===== config.mk =====
export PLATFORM = sky130hd
export DESIGN_NAME = adsb_frame_assembler
export DESIGN_NICKNAME = d
export VERILOG_FILES = /design/src/rtl/adsb_frame_assembler.sv
export SDC_FILE = /design/constraint.sdc
export NUM_CORES = 1
export LEC_CHECK = 0
export CORE_MARGIN = 2
export CORE_UTILIZATION = 58
export DETAILED_ROUTE_END_ITERATION = 16
export GPL_ROUTABILITY_DRIVEN = 0
export GPL_TIMING_DRIVEN = 1
export PLACE_DENSITY = 0.89
export SKIP_CTS_REPAIR_TIMING = 1
export SLEW_MARGIN = 20
export SYNTH_ARGS = -nofsm -noshare
export SYNTH_HDL_FRONTEND = slang
export SYNTH_SLANG_ARGS = --single-unit

===== constraint.sdc =====
create_clock -name clock -period 3.3 [get_ports clock]
set_input_delay 0.495 -clock clock [delete_from_list [all_inputs] [get_ports clock]]
set_output_delay 0.495 -clock clock [all_outputs]
set_load 0.005 [all_outputs]

===== src/rtl/adsb_frame_assembler.sv =====
// adsb_frame_assembler
//
// Sits behind the PPM demodulator and turns its per-bit decisions into
// complete Mode-S / ADS-B frames. The first downlink-format bit decides
// between a 56-bit short frame and a 112-bit long frame. While bits arrive
// the CRC-24 remainder is built bit-serially and low-confidence bits are
// counted. A finished frame is offered to the host/FIFO through a single
// output slot with a valid/ready handshake.
//
// Compile-time option:
//   ADSB_DROP_BADCRC_EN - when defined, frames with a nonzero syndrome are
//                         silently discarded. When undefined they are
//                         forwarded with frm_crc_ok=0 so downstream logic
//                         can attempt correction or address-parity recovery.
//
// Ports:
//   clock         main system clock
//   reset         asynchronous active-low reset
//   bit_ena       single-cycle bit strobe from the demodulator
//   bit_data      bit value, valid with bit_ena
//   bit_conf      bit confidence (1 = good), valid with bit_ena
//   frame_start   single-cycle preamble/data-start pulse
//   frame_done    single-cycle end-of-energy pulse
//   frm_data      assembled frame, first bit in the MSB of the used field;
//                 short frames sit right-justified in [55:0]
//   frm_long      1 = 112-bit frame
//   frm_syndrome  CRC-24 remainder over all frame bits
//   frm_crc_ok    frm_syndrome == 0
//   frm_lowconf   number of bits received with bit_conf = 0
//   frm_valid     output slot holds a frame
//   frm_ready     consumer takes the frame when frm_valid & frm_ready
//   overrun       one-cycle pulse: a completed frame was lost (slot full)

module adsb_frame_assembler #(
  parameter int          LOWCONF_MAX = 7,
  parameter logic [23:0] CRC_POLY    = 24'hFFF409
) (
  input  logic         clock,
  input  logic         reset,
  input  logic         bit_ena,
  input  logic         bit_data,
  input  logic         bit_conf,
  input  logic         frame_start,
  input  logic         frame_done,
  output logic [111:0] frm_data,
  output logic         frm_long,
  output logic [23:0]  frm_syndrome,
  output logic         frm_crc_ok,
  output logic [6:0]   frm_lowconf,
  output logic         frm_valid,
  input  logic         frm_ready,
  output logic         overrun
);

  localparam logic [6:0] LC_MAX    = 7'(LOWCONF_MAX);
  localparam logic [6:0] LEN_SHORT = 7'd56;
  localparam logic [6:0] LEN_LONG  = 7'd112;

  typedef enum logic [1:0] {
    IDLE,
    COLLECT,
    CHECK
  } state_t;

  state_t r_state;
  state_t w_nextState;

  // Collection datapath
  logic [111:0] r_shreg;
  logic [6:0]   r_bitCnt;
  logic [23:0]  r_crc;
  logic [6:0]   r_lowconf;
  logic         r_isLong;

  // Output slot
  logic [111:0] r_frmData;
  logic         r_frmLong;
  logic [23:0]  r_frmSyndrome;
  logic         r_frmCrcOk;
  logic [6:0]   r_frmLowconf;
  logic         r_frmValid;
  logic         r_overrun;

  // Combinational helpers
  logic [6:0]   w_target;
  logic         w_lastBit;
  logic         w_takeBit;
  logic         w_clear;
  logic         w_fb;
  logic [23:0]  w_crcNext;
  logic         w_lowconfOk;
  logic         w_accept;
  logic         w_slotFree;
  logic         w_load;
  logic         w_drop;

  // The DF field's MSB (first received bit) is latched on bit 0, so the
  // target length is already settled long before it is compared against.
  assign w_target  = r_isLong ? LEN_LONG : LEN_SHORT;
  assign w_lastBit = (r_bitCnt == (w_target - 7'd1));

  // frame_start always wins: it restarts collection from any state and a
  // bit strobe arriving in the same cycle belongs to the abandoned frame.
  assign w_clear   = frame_start;
  assign w_takeBit = (r_state == COLLECT) && bit_ena && !frame_start;

  // Bit-serial CRC-24: shift left, fold the generator in on feedback.
  assign w_fb      = r_crc[23] ^ bit_data;
  assign w_crcNext = {r_crc[22:0], 1'b0} ^ (w_fb ? CRC_POLY : 24'h000000);

  assign w_lowconfOk = (r_lowconf <= LC_MAX);

`ifdef ADSB_DROP_BADCRC_EN
  assign w_accept = w_lowconfOk && (r_crc == 24'h000000);
`else
  assign w_accept = w_lowconfOk;
`endif

  assign w_slotFree = !r_frmValid || frm_ready;

  // State register
  always_ff @(posedge clock or negedge reset) begin
    if (!reset) begin
      r_state <= IDLE;
    end else begin
      r_state <= w_nextState;
    end
  end

  // Next-state logic. In COLLECT, a frame_done that coincides with the
  // final bit strobe still completes the frame because the bit check is
  // evaluated first.
  always_comb begin
    w_nextState = r_state;
    case (r_state)
      IDLE: begin
        if (frame_start) begin
          w_nextState = COLLECT;
        end
      end
      COLLECT: begin
        if (frame_start) begin
          w_nextState = COLLECT;
        end else if (bit_ena && w_lastBit) begin
          w_nextState = CHECK;
        end else if (frame_done) begin
          w_nextState = IDLE;
        end
      end
      CHECK: begin
        if (frame_start) begin
          w_nextState = COLLECT;
        end else begin
          w_nextState = IDLE;
        end
      end
      default: begin
        w_nextState = IDLE;
      end
    endcase
  end

  // Output decode: CHECK either loads the slot, reports an overrun because
  // the slot is still occupied, or quietly drops a rejected frame.
  always_comb begin
    w_load = 1'b0;
    w_drop = 1'b0;
    if (r_state == CHECK && w_accept) begin
      w_load = w_slotFree;
      w_drop = !w_slotFree;
    end
  end

  // Collection datapath. The shift register starts from zero, so a short
  // frame naturally ends up right-justified with the upper half clear.
  always_ff @(posedge clock or negedge reset) begin
    if (!reset) begin
      r_shreg   <= '0;
      r_bitCnt  <= '0;
      r_crc     <= '0;
      r_lowconf <= '0;
      r_isLong  <= 1'b0;
    end else if (w_clear) begin
      r_shreg   <= '0;
      r_bitCnt  <= '0;
      r_crc     <= '0;
      r_lowconf <= '0;
      r_isLong  <= 1'b0;
    end else if (w_takeBit) begin
      r_shreg  <= {r_shreg[110:0], bit_data};
      r_bitCnt <= r_bitCnt + 7'd1;
      r_crc    <= w_crcNext;
      if (!bit_conf && (r_lowconf != 7'h7F)) begin
        r_lowconf <= r_lowconf + 7'd1;
      end
      if (r_bitCnt == 7'd0) begin
        r_isLong <= bit_data;
      end
    end
  end

  // Output slot. A load in the same cycle as a consumer handshake keeps
  // frm_valid high so the new frame follows without a bubble.
  always_ff @(posedge clock or negedge reset) begin
    if (!reset) begin
      r_frmData     <= '0;
      r_frmLong     <= 1'b0;
      r_frmSyndrome <= '0;
      r_frmCrcOk    <= 1'b0;
      r_frmLowconf  <= '0;
      r_frmValid    <= 1'b0;
      r_overrun     <= 1'b0;
    end else begin
      r_overrun <= w_drop;
      if (w_load) begin
        r_frmData     <= r_shreg;
        r_frmLong     <= r_isLong;
        r_frmSyndrome <= r_crc;
        r_frmCrcOk    <= (r_crc == 24'h000000);
        r_frmLowconf  <= r_lowconf;
        r_frmValid    <= 1'b1;
      end else if (r_frmValid && frm_ready) begin
        r_frmValid <= 1'b0;
      end
    end
  end

  assign frm_data     = r_frmData;
  assign frm_long     = r_frmLong;
  assign frm_syndrome = r_frmSyndrome;
  assign frm_crc_ok   = r_frmCrcOk;
  assign frm_lowconf  = r_frmLowconf;
  assign frm_valid    = r_frmValid;
  assign overrun      = r_overrun;

endmodule

==> impl_metrics.tcl, run 1 <==
set metrics [dict create \
    outcome "finished, final reports clean" \
    ys_seq_area_share_pct 60.8 \
    dp_hpwl_um 16000 \
    finalHoldViolCount 0 \
    crit_path_start_kind "register" \
    critical_path_class "register to register" \
    synth_top_area_share_pct 60.8 \
    grt_pass1_wl_um 42700 \
    clk_path_buf_depth 3 \
    final.setup.tns_ps 0 \
    dieWidth_um 150 \
    drtAntennaViolNets 0 \
    crit_arrival_ps 2670 \
    die_h_um 150 \
    fin_total_pwr_uw 7330 \
    numPortBuffers 154 \
    antenna_found_initial 0 \
    grt_pass1_vias 8363 \
    grt_setup_unrepaired "no" \
    postSynthCellCount 1017 \
    fmax_mhz 441 \
    crit_chain "ha_1 -> o2111ai_4 -> buf_12 -> mux2_4" \
    reg2regPathDepth 4 \
    synth_edf_count 0 \
    clock_latency_ps 540 \
    setup_viol 0 \
    cp.depth 4 \
    final_area_um2 15000 \
    clock_sinks 300 \
    placed_area_um2 14000 \
    layout_common_cells "dfrtp_1, nand2_1, clkdlybuf4s50_1" \
    critPathLaunch "r_lowconf[0]" \
    rrSetupSlack_ps 1030 \
    synthTopCellsByArea "dfrtp_1, mux2_4, nand2_1, a21oi_1, mux2_2" \
    num_rows 53 \
    firstDrtPassIters 5 \
    placeableCoreArea_um2 21000 \
    io_pins 155 \
    grt_usage_pct 23.4 \
    vias 8045 \
    drive_above_1_share_pct 18.5 \
    critPathCaptureType "register" \
    crit_path_top_delay_cell "o2111ai_4" \
    final_common_cell "dfrtp_1" \
    endpoint "frm_data[22]" \
    crit_fanout 46 \
    ys_types 41 \
    syn_to_final_growth_pct 21.4 \
    drcViolationCount 0 \
    wl_um 25600 \
    cts_buffers 29 \
    crit_buf_inv 1 \
    worstHoldPathType "input port to async pin" \
    grt_start_max_net_pins 109 \
    dieArea_um2 22500 \
    gr-total-overflow 0 \
    fin_skew_ps 18.0 \
    clkSlewWorstSetupHoldPaths_ps 60 \
    async_reset_ff_share_pct 100 \
    cp_top_family "compound AO/OA/AOI/OAI gates" \
    fin_crit_sh_pct 68.6 \
    synth_flop_cell "dfrtp_1" \
    start_util_pct 58.9 \
    ir_drop_uv 379 \
    p_leak_uw 0.00702 \
    ys.warnings.count 0 \
    slowest_delay_ps 620 \
    min_period_ps 2270 \
    n_antenna_cell 0 \
    syn_area_um2 12300 \
    synth_largest_area_cell "dfrtp_1" \
    power_density_nw_per_um2 489 \
    worst_pin_slew_ps 820 \
    routedWlPerCell_um 17.6 \
    multi_input_area_um2 4380 \
    timing.rr.start "r_lowconf[0]" \
    avgSynthCellArea_um2 12.1 \
    r2r-end "frm_data[22]" \
    fill_cells 1374 \
    relSlewSlack_pct 45.3 \
    drv_slew 0 \
    cts_root_buf "clkbuf_16" \
    h-tree-depth 1 \
    first_iter_violations 477 \
    max_cap_viol_count 0 \
    via_per_inst 5.51 \
    syn_nets 1028 \
    cts_tree "done" \
    cp.required_ps 3710 \
    seq_area_um2 7510 \
    ys_ff_latch 300 \
    nets 1172 \
]
## where the power goes
group          leakage, uW  internal [uW]  switching, uW
clock             0.000474           1930           1370
sequential         0.00418           3700           30.3
combinational      0.00237           82.1            221
total              0.00702           5710           1630
## per-layer routing
metal  share of wire [%]  GRT usage, %  vias to the layer above
li1                    -             -                     3687
met1                  42          31.5                     4061
met3                 4.9          3.38                       46
met4                 2.4          7.17                        0
met5                   0             0                        -
met2                  51          39.7                      251
## worst reg2reg max path, stage by stage (launching register included)
cell and delay [ps]:
dfrtp_1 430, ha_1 320, o2111ai_4 630, buf_12 400
mux2_4 360
## cells by family after synthesis
| family | share of synthesized area, % |
|---|---|
| AOI/OAI and AO/OA | 6.54 |
| xor gates and xnor gates | 1.42 |
| adders and majority gates | 0.304 |
| buffers and inverters | 3.89 |
| DFF | 60.8 |
| muxes | 16.1 |
| and+or+nand+nor | 11.0 |
## through the flow
step                hold slack [ps]  std cells  util (%)  worst slack [ps]
floorplan                       199       1017         -              1540
global placement                471       1405      67.0               919
detailed placement              483       1405      67.0               853
CTS                            48.3       1459      71.5              1010
global route                   89.2       1459      71.5               937
finish                         27.0       1459      71.5              1030
## sequential cells by signal (all words and copies together) (netlist names)
signal and count:
overrun 1, r_state 2, r_lowconf 7, frm_lowconf 7
r_bitCnt 7, frm_long 1, frm_data 112, frm_syndrome 24
r_crc 24, r_isLong 1, r_shreg 112, frm_crc_ok 1
frm_valid 1
## layout make-up
class | count | area share, %
flip-flops and latches | 300 | 50.1
multi-input cells | 649 | 29.2
repair buffers | 178 | 12.0
clock buffers | 39 | 5.29
well taps | 275 | 2.30
clock inverters | 15 | 1.07
inverters | 3 | 0.0751
## worst min-delay path by stage
| stage | start | endpoint | slack (ps) | cells after the start |
|---|---|---|---|---|
| after global placement | frm_lowconf[3] | frm_lowconf[3] | 470 | 1 |
| after detailed placement | frm_lowconf[5] | frm_lowconf[5] | 480 | 1 |
| after floorplan | reset | frm_crc_ok | 200 | 0 |
| final | reset | frm_data[27] | 30 | 1 |
| after global routing | reset | r_shreg[32] | 90 | 1 |
| after CTS | reset | r_shreg[32] | 50 | 1 |
## Yosys cell counts, types with 2 or more instances
cell type and count:
buf_2 14, xnor2_1 16, o21ai_0 3, nor3_1 3
nor4b_1 2, nand2_1 279, nand3_1 2, xor2_1 4
or3_1 3, nor2_1 11, nand4_1 4, buf_6 6
buf_1 7, mux2_4 100, ha_1 3, buf_12 10
nor2b_1 2, inv_1 3, o211ai_1 2, a31oi_1 2
clkbuf_1 28, dfrtp_1 300, mux2_2 41, mux2i_1 2
nor4_1 7, a21oi_1 142, and2_1 6, and3_1 2
No activity file was read; power rests on OpenSTA's default activity.
==> run 2: changes to the inputs <==
CORE_UTILIZATION = 55   (was 58)
PLACE_DENSITY = 0.85   (was 0.89)
clock period = 2.13 ns   (was 3.3 ns; I/O delays follow)
==> impl_metrics.tcl, run 2 (synthesized netlist as in run 1, its figures left out) <==
set metrics [dict create \
    numPortBuffers 154 \
    first_iter_violations 359 \
    grt_pass1_wl_um 42600 \
    slowest_delay_ps 420 \
    cp.depth 5 \
    crit_arrival_ps 2400 \
    cts_root_buf "clkbuf_16" \
    final_common_cell "dfrtp_1" \
    start_util_pct 56.2 \
    cp_top_family "buffers and inverters" \
    antenna_found_initial 0 \
    crit_chain "ha_1 -> o2111ai_4 -> buf_12 -> buf_4 -> mux2_2" \
    clkSlewWorstSetupHoldPaths_ps 60 \
    worstHoldPathType "input port to register" \
    rrSetupSlack_ps 150 \
    worst_pin_slew_ps 589 \
    via_per_inst 5.42 \
    h-tree-depth 1 \
    reg2regPathDepth 5 \
    critPathCaptureType "register" \
    busiest_layer "met2" \
    ir_drop_uv 579 \
    vias 7981 \
    nets 1181 \
    grt_usage_pct 21.8 \
    final.setup.tns_ps 0 \
    dieWidth_um 154 \
    fin_skew_ps 8.56 \
    gr-total-overflow 0 \
    num_rows 54 \
    clk_path_buf_depth 3 \
    r2r-end "frm_data[103]" \
    place_ws_ps 75.0 \
    drv_slew 0 \
    crit_path_top_delay_cell "dfrtp_1" \
    routedWlPerCell_um 17.3 \
    crit_buf_inv 2 \
    fmax_mhz 505 \
    cts_buffers 30 \
    drcViolationCount 0 \
    cp.required_ps 2550 \
    drtAntennaViolNets 0 \
    timing.rr.start "r_lowconf[0]" \
    grtUsageMet1_pct 30.1 \
    wl_um 25400 \
    min_period_ps 1980 \
    worstHoldPathCells 2 \
    io_pins 155 \
    finalHoldViolCount 0 \
    drive_above_1_share_pct 18.9 \
    cts_tree "done" \
    power_density_nw_per_um2 771 \
    dieArea_um2 23700 \
    grt_start_max_net_pins 83 \
    met2_usage_pct 37.2 \
    hold_end "r_bitCnt[5]" \
    grt_util_met3_pct 3.41 \
    outcome "finished, final reports clean" \
    grt_setup_unrepaired "no" \
    grt_pass1_vias 8226 \
    firstDrtPassIters 5 \
    placeableCoreArea_um2 22000 \
    setup_viol 0 \
    critical_path_class "register to register" \
    n_antenna_cell 0 \
    clock_sinks 300 \
    p_leak_uw 0.00715 \
    syn_to_final_growth_pct 23.7 \
    fin_crit_sh_pct 93.0 \
    crit_path_start_kind "register" \
    dp_hpwl_um 16200 \
    layout_common_cells "dfrtp_1, nand2_1, clkdlybuf4s50_1" \
    clock_latency_ps 540 \
    fin_ws_ps 148 \
    max_cap_viol_count 0 \
    relSlewSlack_pct 60.7 \
    die_h_um 154 \
    crit_fanout 15 \
    min_from "frame_start" \
]
[run 2: changes by cell type in the layout (fill, tap and decap cells not counted), moves of 3 or more]
cell and change:
buf_12 +10, buf_4 -3, clkbuf_8 +4, clkinv_2 -5
[run 2: area by class of cell]
| type | instances | area (um^2) |
|---|---|---|
| flip-flops and latches | 300 | 7510 |
| fillers | 1465 | 6680 |
| repair buffers | 186 | 1990 |
| clock buffers | 47 | 906 |
| inverters | 3 | 11.3 |
| clock inverters | 8 | 140 |
| well taps | 280 | 350 |
| multi-input cells | 649 | 4380 |
[run 2: metrics by stage]
step	utilization [%]	hold slack, ps	instance area, um^2	power [uW]	instances
CTS	69.5	-302	15300	11900	1472
global route	69.6	283	15300	12200	1473
finish	69.6	277	15300	11800	1473
detailed placement	64.8	274	14200	6390	1417
global placement	64.8	270	14200	6370	1417
floorplan	-	23.9	12300	6140	1017
[run 2: worst register-to-register path, stage by stage (launching register included)]
cell and delay (ps):
dfrtp_1 420, ha_1 320, o2111ai_4 310, buf_12 210
buf_4 240, mux2_2 360
[run 2: report_power, final]
part / switching (uW) / internal (uW)
registers: 46.1 / 5730
clock network: 2110 / 3380
logic: 351 / 150
total: 2510 / 9270
[run 2: worst max path at each step]
stage	start	endpoint	slack, ps
finish	r_lowconf[0]	frm_data[103]	150
global placement	frm_ready	frm_data[27]	120
detailed placement	frm_ready	frm_data[12]	80
floorplan	r_bitCnt[0]	r_isLong	370
global route	r_lowconf[0]	frm_data[96]	70
CTS	r_lowconf[0]	frm_data[103]	140
[run 2: per-layer routing]
| metal | vias to the layer above | wire length, um |
|---|---|---|
| met3 | 37 | 1060 |
| met4 | 0 | 491 |
| li1 | 3712 | - |
| met5 | - | 0 |
| met1 | 4034 | 11000 |
| met2 | 198 | 12800 |
